--- src/rtl/jtag_vdr_bank.sv ---
// jtag_vdr_bank: JTAG data-register bank with address, data, flags and write-strobe registers
module jtag_vdr_bank #(
    parameter int          DR_LENGTH   = 32,
    parameter int          IR_LENGTH   = 4,
    parameter int          ADDR_WIDTH  = 16,
    parameter logic [31:0] IDENT_VALUE = 32'h4A544147
) (
    input  logic                  tck,
    input  logic                  reset,
    input  logic                  tdi,
    input  logic [IR_LENGTH-1:0]  ir,
    input  logic                  capture_dr,
    input  logic                  shift_dr,
    input  logic                  update_dr,
    output logic                  tdo,
    input  logic [DR_LENGTH-1:0]  rdata_in,
    output logic [DR_LENGTH-1:0]  wdata_out,
    output logic [ADDR_WIDTH-1:0] raddr_out,
    output logic [ADDR_WIDTH-1:0] waddr_out,
    output logic [DR_LENGTH-1:0]  flags_out,
    output logic                  wram_enable,
    output logic [DR_LENGTH-1:0]  wcount_out
);
    typedef enum logic [2:0] {
        OP_IDENT, OP_RADDR, OP_WADDR, OP_RDATA, OP_WDATA, OP_FLAGS, OP_WCOUNT, OP_BYPASS
    } op_t;
    op_t                   op;
    logic [DR_LENGTH-1:0]  sr, cap, wdata, flags, wcount;
    logic [ADDR_WIDTH-1:0] raddr, waddr;
    logic                  byp;
    always_comb begin
        op  = (ir < IR_LENGTH'(7)) ? op_t'(ir[2:0]) : OP_BYPASS;
        cap = op == OP_IDENT  ? DR_LENGTH'(IDENT_VALUE) :
              op == OP_RADDR  ? DR_LENGTH'(raddr) :
              op == OP_WADDR  ? DR_LENGTH'(waddr) :
              op == OP_RDATA  ? rdata_in :
              op == OP_WDATA  ? wdata :
              op == OP_FLAGS  ? flags :
              op == OP_WCOUNT ? wcount : '0;
    end
    // Strobe-cycle increments come first so a coincident update overrides them.
    always_ff @(posedge tck) begin
        if (reset) begin
            sr          <= '0;
            byp         <= 1'b0;
            raddr       <= '0;
            waddr       <= '0;
            wdata       <= '0;
            flags       <= '0;
            wcount      <= '0;
            wram_enable <= 1'b0;
        end else begin
            wram_enable <= 1'b0;
            if (wram_enable) begin
                wcount <= wcount + DR_LENGTH'(1);
                if (flags[0]) waddr <= waddr + ADDR_WIDTH'(1);
            end
            if (capture_dr) begin
                sr  <= cap;
                byp <= 1'b0;
            end else if (shift_dr) begin
                sr  <= {tdi, sr[DR_LENGTH-1:1]};
                byp <= tdi;
            end else if (update_dr) begin
                case (op)
                    OP_RADDR:  raddr <= sr[ADDR_WIDTH-1:0];
                    OP_WADDR:  waddr <= sr[ADDR_WIDTH-1:0];
                    OP_RDATA:  if (flags[1]) raddr <= raddr + ADDR_WIDTH'(1);
                    OP_WDATA:  begin
                        wdata       <= sr;
                        wram_enable <= 1'b1;
                    end
                    OP_FLAGS:  flags <= sr;
                    OP_WCOUNT: wcount <= '0;
                    default:   ;
                endcase
            end
        end
    end
    assign tdo        = op == OP_BYPASS ? byp : sr[0];
    assign wdata_out  = wdata;
    assign raddr_out  = raddr;
    assign waddr_out  = waddr;
    assign flags_out  = flags;
    assign wcount_out = wcount;
endmodule

--- config.mk ---
export PLATFORM = sky130hd
export DESIGN_NAME = jtag_vdr_bank
export DESIGN_NICKNAME = d
export VERILOG_FILES = /design/src/rtl/jtag_vdr_bank.sv
export SDC_FILE = /design/constraint.sdc
export NUM_CORES = 1
export LEC_CHECK = 0
export CORE_MARGIN = 2
export CORE_UTILIZATION = 35
export DETAILED_ROUTE_END_ITERATION = 7
export GPL_ROUTABILITY_DRIVEN = 0
export PLACE_DENSITY = 0.67
export SYNTH_ARGS = -nofsm -noshare
export SYNTH_HDL_FRONTEND = slang
export SYNTH_SLANG_ARGS = --single-unit
--- constraint.sdc ---
create_clock -name tck -period 2.07 [get_ports tck]
set_clock_uncertainty 0.05 [all_clocks]
set_input_delay 0.414 -clock tck [delete_from_list [all_inputs] [get_ports tck]]
set_output_delay 0.414 -clock tck [all_outputs]
set_load 0.02 [all_outputs]
==> run_results.csv <==
group,metric,value,unit
grt,grt_pass1_vias,8733,
worst_setup_path,worst-setup-path-type,"reg -> out",
detailed_routing,drt.antenna.violating_nets,0,
clocking,cts_root_buf,"clkbuf_16",
yosys,synth_area,8742,µm²
min_path,hp-class,"in -> reg",
place,portBuffers,171,
worst_setup_path,worst_path_max_delay_cell,"clkdlybuf4s50_1",
place,dp_hpwl,23770,µm
sta,finalSetupViolCount,0,
die,initial_core_util,35.84,%
detailed_routing,wl_met2,15220,µm
yosys,syn_nets,1163,
sta,relSlewSlack,54.25,%
worst_setup_path,crit_arrival,1.57,ns
detailed_routing,postRouteWirelength,32390,µm
sta,fin_crit,2.033,ns
sta,finalSetupTns,0,ns
sta,period_share,98.22,%
sta,setup_ws,0.03694,ns
worst_setup_path,critical-path-max-stage-delay,0.60,ns
place,pre_cts_slack,-0.3233,ns
clocking,clkTransAtPathRegs,0.07,ns
clocking,numCtsBuffers,17,
die,row_count,57,
worst_setup_path,crit_buf_inv,2,
worst_setup_path,cp_top_family,"buffers and inverters",
yosys,avgSynthCellArea,7.819,µm²
power_and_ir_drop,pwr_density_cell,568.3,nW/µm²
finish,mostFrequentLayoutCells,"nand2_1, dfxtp_1, clkdlybuf4s50_1, a21oi_1, buf_4",
sta,maxSlewViolCount,0,
flow_run,max_cap_viol_count,0,
sta,tightestPinTransition,0.6837,ns
worst_setup_path,critPathRequiredTime,1.61,ns
yosys,syn_inst,1118,
worst_setup_path,cp_cell_sequence,"buf_4 -> clkdlybuf4s50_1",
detailed_routing,drt_iter0_markers,1003,
yosys,yosysUniqueCellTypes,66,
finish,fin_nets,1373,
yosys,ys_warn_count,0,
finish,area_delta_synth_final,38.54,%
yosys,ys_seq_area_share,37.10,%
place,dp_cells,1632,
detailed_routing,vias,9488,
clocking,post-cts-setup-buffers,0,
die,chipWidth,162.0,µm
power_and_ir_drop,power.share.clock,43.6,%
finish,fin_cells,1665,
clocking,cts_buffer_depth,2,
worst_setup_path,reg2reg_slack,0.05,ns
power_and_ir_drop,p_comb_share,9.5,%
power_and_ir_drop,ir_drop,0.0003769,V
worst_setup_path,rr_worst_depth,5,
detailed_routing,route.met3.wl,2625,µm
power_and_ir_drop,p_seq_share,46.9,%
worst_setup_path,worstSetupStartpointType,"register",
place,postPlaceCellArea,11500,µm²
detailed_routing,first_pass_iters,6,
sta,fin_hold_ws,0.3608,ns
finish,diodes,0,
worst_setup_path,timing.rr.end,"wcount_out[15]",
die,core_area,24390,µm²
detailed_routing,drc,0,
power_and_ir_drop,p_sw,1.864,mW
worst_setup_path,crit_start,"wcount_out[7]",
grt,gr-usage-all-layers,24.05,%
sta,max_freq,491.9,MHz
power_and_ir_drop,leakagePower,4.378,nW
clocking,htreeDepth,4,
power_and_ir_drop,p_int,5.020,mW
grt,antenna_found_initial,0,
die,die_area,26260,µm²
grt,grt_pass1_wl,49540,µm
finish,final_common_cell,"nand2_1",
worst_setup_path,crit_cells,2,
detailed_routing,dr.max_layer_used,"met4",
yosys,synth_edf_count,0,
yosys,synth_ff_type,"dfxtp_1",
worst_setup_path,worstSetupEndpoint,"wcount_out[7]",
detailed_routing,routedWlPerCell,19.45,µm
outcome,status,"finished, final reports clean",
detailed_routing,wl_met1,13620,µm
sta,rsz0062_at_grt,"yes",
power_and_ir_drop,power_switching_share,27.07,%
yosys,async_reset_ff_share,0,%
sta,finalHoldViolCount,0,
worst_setup_path,reg2reg_from,"wcount_out[7]",
grt,overflow,0,
die,die_y,162.0,µm
finish,fin_util,49.66,%
grt,grt_max_degree,61,
clocking,cts.sinks,162,
power_and_ir_drop,power,6.884,mW
finish,drive_above_1_share,14.39,%
worst_setup_path,worstSetupEndpointType,"output pin",
clocking,cts_tree,"done",
die,ios,172,
finish,final_area,12110,µm²
clocking,insertion_delay,0.43,ns
detailed_routing,routed_via_density,5.698,
yosys,ys_seq_elements,162,
clocking,cts_hold_buf,0,
worst_setup_path,crit_fanout,4,
[kinds of logic (layout without fill, tap and decap cells)]
group | count (synthesis) | count (layout) | synth area share [%]
buffers and inverters | 119 | 341 | 5.439
and+or+nand+nor | 452 | 453 | 25.59
muxes | 53 | 53 | 6.212
adders and majority gates | 3 | 3 | 0.4294
xor gates and xnor gates | 22 | 22 | 2.204
AOI/OAI and AO/OA | 307 | 307 | 23.03
DFF | 162 | 162 | 37.10
[power groups by stage]
stage               Sequential, mW  Combinational (mW)  Clock [mW]
floorplan                     3.27               0.360           0
global placement              3.30               0.639           0
detailed placement            3.30               0.643           0
CTS                           3.22               0.646        3.04
global route                  3.23               0.702        3.16
finish                        3.23               0.655        3.00
[cells in the mapped netlist (all sizes together) (4+ instances only)]
library cell / instances / share of area, %
a221oi: 12 / 1.2
and2: 11 / 0.79
dfxtp: 162 / 37
nor4: 16 / 1.1
and4: 4 / 0.40
or4: 20 / 1.8
o31ai: 24 / 2.1
inv: 21 / 0.90
a21boi: 9 / 0.77
o21ai: 30 / 1.7
a22o: 9 / 0.90
or3: 7 / 0.50
nand3b: 12 / 1.0
xnor2: 15 / 1.5
a311oi: 6 / 0.60
clkbuf: 74 / 3.2
and3: 7 / 0.50
nand2: 180 / 7.7
a21o: 11 / 0.94
nand2b: 15 / 1.1
nor2: 83 / 3.6
xor2: 7 / 0.70
or2: 4 / 0.29
nor2b: 16 / 1.1
o22ai: 9 / 0.64
o2bb2ai: 10 / 1.0
nand3: 30 / 1.7
a21oi: 116 / 6.6
nor3: 15 / 0.86
o221ai: 9 / 0.90
mux2: 10 / 1.3
a31oi: 10 / 0.72
buf: 23 / 1.3
mux2i: 43 / 4.9
nand4: 21 / 1.7
a211oi: 29 / 2.5
[layout make-up]
cell class	count	area [µm²]
fill	2347	12280
multi-input combinational	838	5076
sequential	162	3252
timing repair buffer	287	2745
clock buffer	17	425.4
tap	324	405.4
clock inverter	15	125.1
inverter	22	82.58
[what timing repair did]
action	4_1_cts	5_1_grt
pin swaps	1	3
cloned	0	1
setup endpoints to repair	10	24
resized for setup	9	18
hold endpoints to repair	0	0
[worst reg2reg max path: stages (launching register included)]
cell and delay (ns):
dfxtp_1 0.38, nand4_4 0.18, or4_1 0.55, buf_4 0.20
or4_1 0.41, a21oi_1 0.18
[routing by layer]
| metal | up-vias | global-route usage, % |
|---|---|---|
| met5 | - | 0 |
| met4 | 0 | 8.608 |
| met3 | 59 | 4.673 |
| met2 | 472 | 38.76 |
| met1 | 4472 | 32.09 |
| li1 | 4485 | - |
[sequential cells by signal, indices dropped and copies added, names as in the netlist]
name         flops
flags_out       32
waddr_out       16
sr              32
wcount_out      32
wram_enable      1
wdata_out       32
raddr_out       16
byp              1
[worst min path at each step]
stage	slack [ns]	to	startpoint	cells past startpoint
floorplan	0.40	wdata_out[17]	sr[17]	2
global placement	0.41	flags_out[26]	flags_out[26]	2
detailed placement	0.42	wdata_out[24]	wdata_out[24]	2
CTS	0.35	flags_out[26]	reset	2
global route	0.36	flags_out[26]	reset	2
finish	0.36	flags_out[29]	reset	2
(Power assumes the default switching activity.)
